### config.mk
export PLATFORM = sky130hd
export DESIGN_NAME = regfile_write_arbiter
export DESIGN_NICKNAME = d
export VERILOG_FILES = /design/src/rtl/regfile_write_arbiter.sv
export SDC_FILE = /design/constraint.sdc
export NUM_CORES = 1
export LEC_CHECK = 0
export CAP_MARGIN = 10
export CELL_PAD_IN_SITES_DETAIL_PLACEMENT = 1
export CELL_PAD_IN_SITES_GLOBAL_PLACEMENT = 1
export CORE_MARGIN = 1.5
export CORE_UTILIZATION = 39
export CTS_CLUSTER_SIZE = 30
export DETAILED_ROUTE_END_ITERATION = 10
export PLACE_DENSITY_LB_ADDON = 0.1
export SLEW_MARGIN = 20
export SYNTH_ARGS = -nofsm -noshare
export SYNTH_HDL_FRONTEND = slang
export SYNTH_SLANG_ARGS = --single-unit
### constraint.sdc
create_clock -name clk -period 4.6 [get_ports clk]
set_input_delay 0.92 -clock clk [delete_from_list [all_inputs] [get_ports clk]]
set_output_delay 0.92 -clock clk [all_outputs]
set_load 0.01 [all_outputs]
### src/rtl/regfile_write_arbiter.sv
// Write-port arbiter for the 32x32 general-purpose register file.
// The in-order pipeline writeback always wins. Auxiliary multi-cycle results
// (divider, load-miss return) are buffered in a small FIFO and drained into
// idle write slots. Buffered results are marked dead when a younger pipeline
// write hits the same register. Decode can ask whether a live buffered write
// targets a source register. A starvation counter requests a pipeline bubble
// when the FIFO head keeps losing arbitration.
module regfile_write_arbiter #(
    parameter int DEPTH        = 2,
    parameter int STARVE_LIMIT = 8
) (
    input  logic        clk,
    input  logic        rst_n,
    input  logic        pipe_we,
    input  logic [4:0]  pipe_addr,
    input  logic [31:0] pipe_data,
    input  logic        aux_valid,
    output logic        aux_ready,
    input  logic [4:0]  aux_addr,
    input  logic [31:0] aux_data,
    input  logic [4:0]  query_addr,
    output logic        query_pending,
    output logic        pipe_stall,
    output logic        rf_we,
    output logic [4:0]  rf_addr,
    output logic [31:0] rf_data
);

    localparam int PTR_W = (DEPTH > 1) ? $clog2(DEPTH) : 1;
    localparam int CNT_W = $clog2(DEPTH + 1);
    localparam int STV_W = $clog2(STARVE_LIMIT + 1);

    // FIFO storage; slot validity and kill state are tracked per slot so
    // the WAW kill and the decode query are simple parallel compares.
    logic [4:0]       ent_addr [DEPTH];
    logic [31:0]      ent_data [DEPTH];
    logic [DEPTH-1:0] ent_vld;
    logic [DEPTH-1:0] ent_kill;
    logic [PTR_W-1:0] head;
    logic [PTR_W-1:0] tail;
    logic [CNT_W-1:0] count;
    logic [STV_W-1:0] starve_cnt;

    logic             pipe_req;
    logic             fifo_empty;
    logic             pop;
    logic             accept;
    logic             push;
    logic [DEPTH-1:0] kill_hit;

    // Advance a FIFO pointer, wrapping at DEPTH (which need not be a power of two).
    function automatic logic [PTR_W-1:0] ptr_inc(input logic [PTR_W-1:0] p);
        if (p == PTR_W'(DEPTH - 1))
            return '0;
        else
            return p + PTR_W'(1);
    endfunction

    // A pipeline write to r0 is not a real request: it neither blocks the FIFO nor kills.
    assign pipe_req   = pipe_we && (pipe_addr != 5'd0);
    assign fifo_empty = (count == '0);
    assign pop        = !pipe_req && !fifo_empty;

    // Ready looks only at the registered count, so a full FIFO stays closed
    // even in a cycle where the head is popped.
    assign aux_ready  = rst_n && (count < CNT_W'(DEPTH));
    assign accept     = aux_valid && aux_ready;

    // An accepted result is dropped if it targets r0 or is overwritten by a
    // concurrent (younger) pipeline write to the same register.
    assign push       = accept && (aux_addr != 5'd0) &&
                        !(pipe_we && (pipe_addr == aux_addr));

    // Mark buffered entries whose destination is being overwritten by the pipeline.
    always_comb begin
        kill_hit = '0;
        for (int i = 0; i < DEPTH; i++) begin
            kill_hit[i] = pipe_req && ent_vld[i] && (ent_addr[i] == pipe_addr);
        end
    end

    // Decode RAW query: any live (valid, not killed) buffered write to query_addr.
    always_comb begin
        query_pending = 1'b0;
        for (int i = 0; i < DEPTH; i++) begin
            if (ent_vld[i] && !ent_kill[i] && (ent_addr[i] == query_addr) &&
                (query_addr != 5'd0))
                query_pending = 1'b1;
        end
    end

    // FIFO control: pointers, occupancy, per-slot valid and kill bits.
    always_ff @(posedge clk) begin
        if (!rst_n) begin
            head     <= '0;
            tail     <= '0;
            count    <= '0;
            ent_vld  <= '0;
            ent_kill <= '0;
        end else begin
            for (int i = 0; i < DEPTH; i++) begin
                if (kill_hit[i])
                    ent_kill[i] <= 1'b1;
            end
            if (pop) begin
                ent_vld[head] <= 1'b0;
                head          <= ptr_inc(head);
            end
            if (push) begin
                ent_vld[tail]  <= 1'b1;
                ent_kill[tail] <= 1'b0;
                tail           <= ptr_inc(tail);
            end
            if (push && !pop)
                count <= count + CNT_W'(1);
            else if (!push && pop)
                count <= count - CNT_W'(1);
        end
    end

    // FIFO payload; slot contents are meaningless until marked valid, so no reset.
    always_ff @(posedge clk) begin
        if (push) begin
            ent_addr[tail] <= aux_addr;
            ent_data[tail] <= aux_data;
        end
    end

    // Write-port arbitration: pipeline first, then FIFO head; a killed head still uses the slot.
    always_ff @(posedge clk) begin
        if (!rst_n) begin
            rf_we   <= 1'b0;
            rf_addr <= 5'd0;
            rf_data <= 32'd0;
        end else if (pipe_req) begin
            rf_we   <= 1'b1;
            rf_addr <= pipe_addr;
            rf_data <= pipe_data;
        end else if (!fifo_empty) begin
            rf_we   <= !ent_kill[head];
            rf_addr <= ent_addr[head];
            rf_data <= ent_data[head];
        end else begin
            rf_we   <= 1'b0;
        end
    end

    // Starvation watchdog: count lost arbitrations of a waiting head, pulse pipe_stall at the limit.
    always_ff @(posedge clk) begin
        if (!rst_n) begin
            starve_cnt <= '0;
            pipe_stall <= 1'b0;
        end else begin
            pipe_stall <= 1'b0;
            if (fifo_empty || pop) begin
                starve_cnt <= '0;
            end else if (starve_cnt == STV_W'(STARVE_LIMIT - 1)) begin
                starve_cnt <= '0;
                pipe_stall <= 1'b1;
            end else begin
                starve_cnt <= starve_cnt + STV_W'(1);
            end
        end
    end

endmodule

# After elaboration in Yosys (flattened, before gate mapping)

Memories as Yosys holds them, arrays and structs flattened. A register that Yosys moved wholly into a read port is not among the register bits.
Cells that the tools add are included.

Bitwise operators: 6
Equality and inequality tests: 7
Mux-type cells: 33
Add/sub/neg operators: 5
Reduce and logical (&&, ||, !) cells: 37
$lt $le $gt $ge: 5

Operators with widths:

| operator            | number |
|---|---|
| $mux 32             | 2 |
| $eq 5x5->1          | 5 |
| $logic_and 1x1->1   | 21 |
| $mux 1              | 21 |
| $reduce_bool 5->1   | 3 |
| $mux 2              | 6 |
| $mux 5              | 2 |
| $logic_not 1->1     | 8 |
| $add 4x1->4 const B | 1 |
| $and 2x2->2         | 2 |
| $eq 4x3->1 const B  | 1 |
| $lt 1x2->1 const B  | 2 |
| $not 2->2           | 2 |
| $reduce_or 3->1     | 1 |
| $add 1x1->1 const B | 2 |
| $add 2x1->2 const B | 1 |
| $demux 1 s1         | 2 |
| $ge 1x1->1 const B  | 2 |
| $logic_not 2->1     | 1 |
| $lt 2x2->1 const B  | 1 |
| $ne 2x2->1 const B  | 1 |
| $or 2x2->2          | 1 |
| $reduce_bool 2->1   | 1 |
| $reduce_or 2->1     | 1 |
| 3 further kinds     | 3 |

Memory bits (writable): 74
Memories kept: 2
Flip-flop bits (word level): 51
Input bits: 83

Memories:

| name     | depth | bits a word | read ports | clocked after Yosys merged registers in | write ports | line | text |
|---|---|---|---|---|---|---|---|
| ent_data | 2     | 32          | 1          | 1                                       | 1           | 36   | `logic [31:0] ent_data [DEPTH];` |
| ent_addr | 2     | 5           | 3          | 1                                       | 1           | 35   | `logic [4:0] ent_addr [DEPTH];` |

# Depth between registers and ports, before layout

Depth in word-level cells: 10
Mapped depth: 9
Mapped depth without buffers: 8

# Least setup slack after synthesis

Ideal clock, no wire load.

Path kind: input port to flip-flop
Start: input pipe_addr[4]
End: memory ent_addr[1][0], enable pin
Arrival time: 3,287 ps
Setup slack: 881 ps
Stages on the path: 5
Path buffers: 1
Library setup time: 431 ps
Cells stage by stage: clkbuf_1 > xnor2_1 > nand4_1 > o2111ai_1 > nor2_1

Cells in the longest elaborated chain, start to end: 6

RTL lines:

| what                         | line | text |
|---|---|---|
| from (decl)                  | 15   | `input logic [4:0] pipe_addr,` |
| $eq 5x5->1                   | 72   | `!(pipe_we && (pipe_addr == aux_addr));` |
| $logic_and 1x1->1            | 72   |  |
| $logic_not 1->1              | 72   |  |
| $logic_and 1x1->1            | 71   | `assign push = accept && (aux_addr != 5'd0) &&` |
| $mux 1                       | 123  | `if (push) begin` |
| $mux 1 (not written as such) | 124  | `ent_addr[tail] <= aux_addr;` |
| to (decl)                    | 35   |  |

No other way between the ends.

# Final worst setup path

Start: input query_addr[3]
End: output query_pending

Cells in the longest elaborated chain, start to end: 5
Elaborated cells between the ends (all ways): 9
Those cells by class: eq/ne: 2; mux: 2; reduce/logical: 5

RTL lines:

| what                            | line | text |
|---|---|---|
| from (decl)                     | 21   | `input logic [4:0] query_addr,` |
| $eq 5x5->1                      | 86   | `if (ent_vld[i] && !ent_kill[i] && (ent_addr[i] == query_addr) &&` |
| $logic_and 1x1->1 (2 in series) | 86   |  |
| $mux 1                          | 86   |  |
| $mux 1 (*)                      | 86   |  |
| to (decl)                       | 22   | `output logic query_pending,` |

Every way passes the cells marked *; elsewhere a longest branch is shown, timed or not.

==> impl_metrics.json <==
{
  "grt_pass1_vias": 4205,
  "cts-root-buf": "clkbuf_16",
  "wl_per_cell_um": 17.9,
  "ios": 124,
  "max_freq_mhz": 275,
  "cts_made_buffers": 17,
  "seq_power_share_pct": 39.9,
  "synth_edf_count": 74,
  "numPortBuffers": 123,
  "ctsHoldBuffers": 0,
  "worstPathRequired_ns": 3.68,
  "antenna_left": 0,
  "slew_headroom_pct": 36.7,
  "combPwrFrac_pct": 25.7,
  "grt_pass1_wl_um": 21500,
  "utilization_pct": 54.6,
  "fp.dieH_um": 119,
  "mostFrequentLayoutCell": "clkdlybuf4s50_1",
  "mostFrequentLayoutCells": "clkdlybuf4s50_1, nand2_1, edfxtp_1, dfxtp_1, mux2i_1",
  "leakage_nw": 2.46,
  "fin_tns_setup_ns": 0,
  "overflow": 0,
  "antenna_found_initial": 0,
  "gp_congestion": 0.816,
  "r2r-start": "count[1]",
  "vias": 3781,
  "ys_seq_elements": 126,
  "num_rows": 42,
  "rr_worst_depth": 6,
  "setup_viol": 0,
  "drive_gt1_share_pct": 6.57,
  "worstHoldStart": "starve_cnt[0]",
  "fin_nets": 635,
  "avgViaCountPerCell": 5.12,
  "pwr-share-clk_pct": 34.4,
  "grt_max_degree": 78,
  "drt-initial-drc-count": 154,
  "critPathMaxFanout": 3,
  "hold_viol": 0,
  "maxCapViolCount": 0,
  "drtPass1Iterations": 4,
  "syn_inst": 429,
  "rsz0062_at_grt": "no",
  "power_density_nw_per_um2": 510,
  "cts_buffer_depth": 2,
  "yosysWarnings": 0,
  "vdd_drop_max_mv": 0.269,
  "antennaDiodeCount": 0,
  "die_x_um": 119,
  "timing.final.crit_share_pct": 79.1,
  "drc": 0,
  "hpwlAfterDp_um": 8520,
  "whs_path_depth": 1,
  "track_usage_pct": 20.0,
  "outcome": "completed",
  "r2r_end": "count[1]",
  "skew_ns": 0.00526,
  "ff2ff_setup_slack_ns": 2.43,
  "drv_slew": 0,
  "fill_cells": 1410,
  "post_cts_resize_count": 0,
  "htreeDepth": 4,
  "tightest_slew_ns": 0.949,
  "synth.net_count": 514,
  "drt_wl_total_um": 13300,
  "ys.flop_type": "edfxtp_1",
  "cts_num_sinks": 126,
  "clock_latency_ns": 0.41,
  "crit_type": "primary input to output port",
  "dieArea_um2": 14100,
  "worstPathArrival_ns": 2.72,
  "core_area_um2": 13100,
  "period_minus_slack_ns": 3.64,
  "synthArstFlopShare_pct": 0,
  "hold_path_end": "starve_cnt[0]",
  "start_util_pct": 39.8,
  "place_ws_ns": 0.804,
  "cts_tree": "done",
  "worstSetupStartpointType": "primary input",
  "p_int_mw": 2.59,
  "postSynthAreaPerCell_um2": 12.2,
  "switchingPower_mw": 1.07,
  "cts_setup_buffers": 0,
  "swShare_pct": 29.3,
  "endpoint_kind": "output port",
  "synth_seq_area_share_pct": 62.5,
  "hold_class": "flip-flop to flip-flop",
  "synth_cell_types": 37,
  "setup_ws_ns": 0.962,
  "syn-cell-area_um2": 5220,
  "clk_pin_slew_ns": 0.05,
  "areaGrowthSynthToFinish_pct": 37.4
}
## power by group through the flow
stage	clock network [mW]	logic [mW]	registers (mW)
CTS	1.29	0.961	1.46
global placement	0	0.925	1.48
finish	1.26	0.942	1.46
detailed placement	0	0.955	1.48
floorplan	0	0.560	1.47
global route	1.33	1.04	1.48
## area by class of cell
| class | count | area [um2] | area share, % |
|---|---|---|---|
| clock buffers | 24 | 462 | 6.43 |
| flip-flops and latches | 126 | 3260 | 45.5 |
| well taps | 176 | 220 | 3.07 |
| repair buffers | 130 | 1280 | 17.8 |
| clock inverters | 8 | 90.1 | 1.26 |
| inverters | 2 | 7.51 | 0.105 |
| multi-input cells | 273 | 1860 | 25.8 |
## sequential cells by signal, indices dropped and copies added (netlist names), 2 cells and up, named ones only
register and cells:
count 2, starve_cnt 4, ent_vld 2, ent_kill 2
ent_addr 10, ent_data 64, rf_addr 5, rf_data 32
## cell families (layout without fill, tap and decap cells)
group | Yosys count | after routing | synth area share, %
flip-flops | 126 | 126 | 62.5
XOR/XNOR | 29 | 29 | 4.86
adder cells (fa/ha/maj) | 2 | 2 | 0.479
multiplexers | 39 | 39 | 7.47
AO/OA/AOI/OAI | 90 | 90 | 12.9
AND/OR/NAND/NOR | 113 | 113 | 9.37
buffers and inverters | 30 | 164 | 2.42
## per-layer routing
layer	vias to the layer above	share of wire [%]	wire (um)	global-route usage (%)
met1	1873	43	5690	23.2
met2	81	51	6810	35.1
met3	21	4.0	534	5.41
met5	-	0	0	0
li1	1806	-	-	-
met4	0	1.6	212	7.83
## stage by stage
stage / cell area (um2) / hold slack [ns] / cells / total power [mW]
floorplan: 5220 / 0.418 / 429 / 2.03
global placement: 6630 / 0.430 / 707 / 2.40
detailed placement: 6630 / 0.449 / 707 / 2.44
CTS: 7180 / 0.472 / 739 / 3.71
global route: 7180 / 0.487 / 739 / 3.85
finish: 7180 / 0.462 / 739 / 3.66
## worst max-delay path by stage
| stage | from | end | slack (ns) | cells after the start |
|---|---|---|---|---|
| floorplan | pipe_addr[4] | ent_addr[1][0] | 0.88 | 5 |
| global placement | pipe_addr[4] | count[1] | 0.98 | 8 |
| global route | query_addr[2] | query_pending | 0.83 | 6 |
| detailed placement | pipe_addr[4] | count[1] | 0.80 | 9 |
| finish | query_addr[3] | query_pending | 0.96 | 6 |
| CTS | query_addr[2] | query_pending | 0.96 | 6 |
## critical path, stage by stage
cell	delay, ns
clkdlybuf4s50_1	0.47
xor2_1	0.17
nor4_1	0.31
nand4b_1	0.14
a21oi_1	0.16
clkdlybuf4s50_1	0.55
## synthesized netlist by cell type, drive strengths merged (2+ instances only)
cell / count / area (um2)
nand2: 82 / 308
xor2: 18 / 158
nand4b: 2 / 17.5
nand4: 3 / 18.8
mux2i: 39 / 390
nor3: 3 / 15.0
and2: 2 / 12.5
clkbuf: 17 / 63.8
nor4: 4 / 25.0
buf: 11 / 55.1
dfxtp: 52 / 1040
or4: 2 / 18.8
o21ai: 4 / 23.8
a21boi: 41 / 308
nor2: 8 / 30.0
xnor2: 11 / 96.3
ha: 2 / 25.0
inv: 2 / 7.51
or3: 2 / 12.5
edfxtp: 74 / 2220
o211ai: 37 / 278
(Power assumes the default switching activity.)
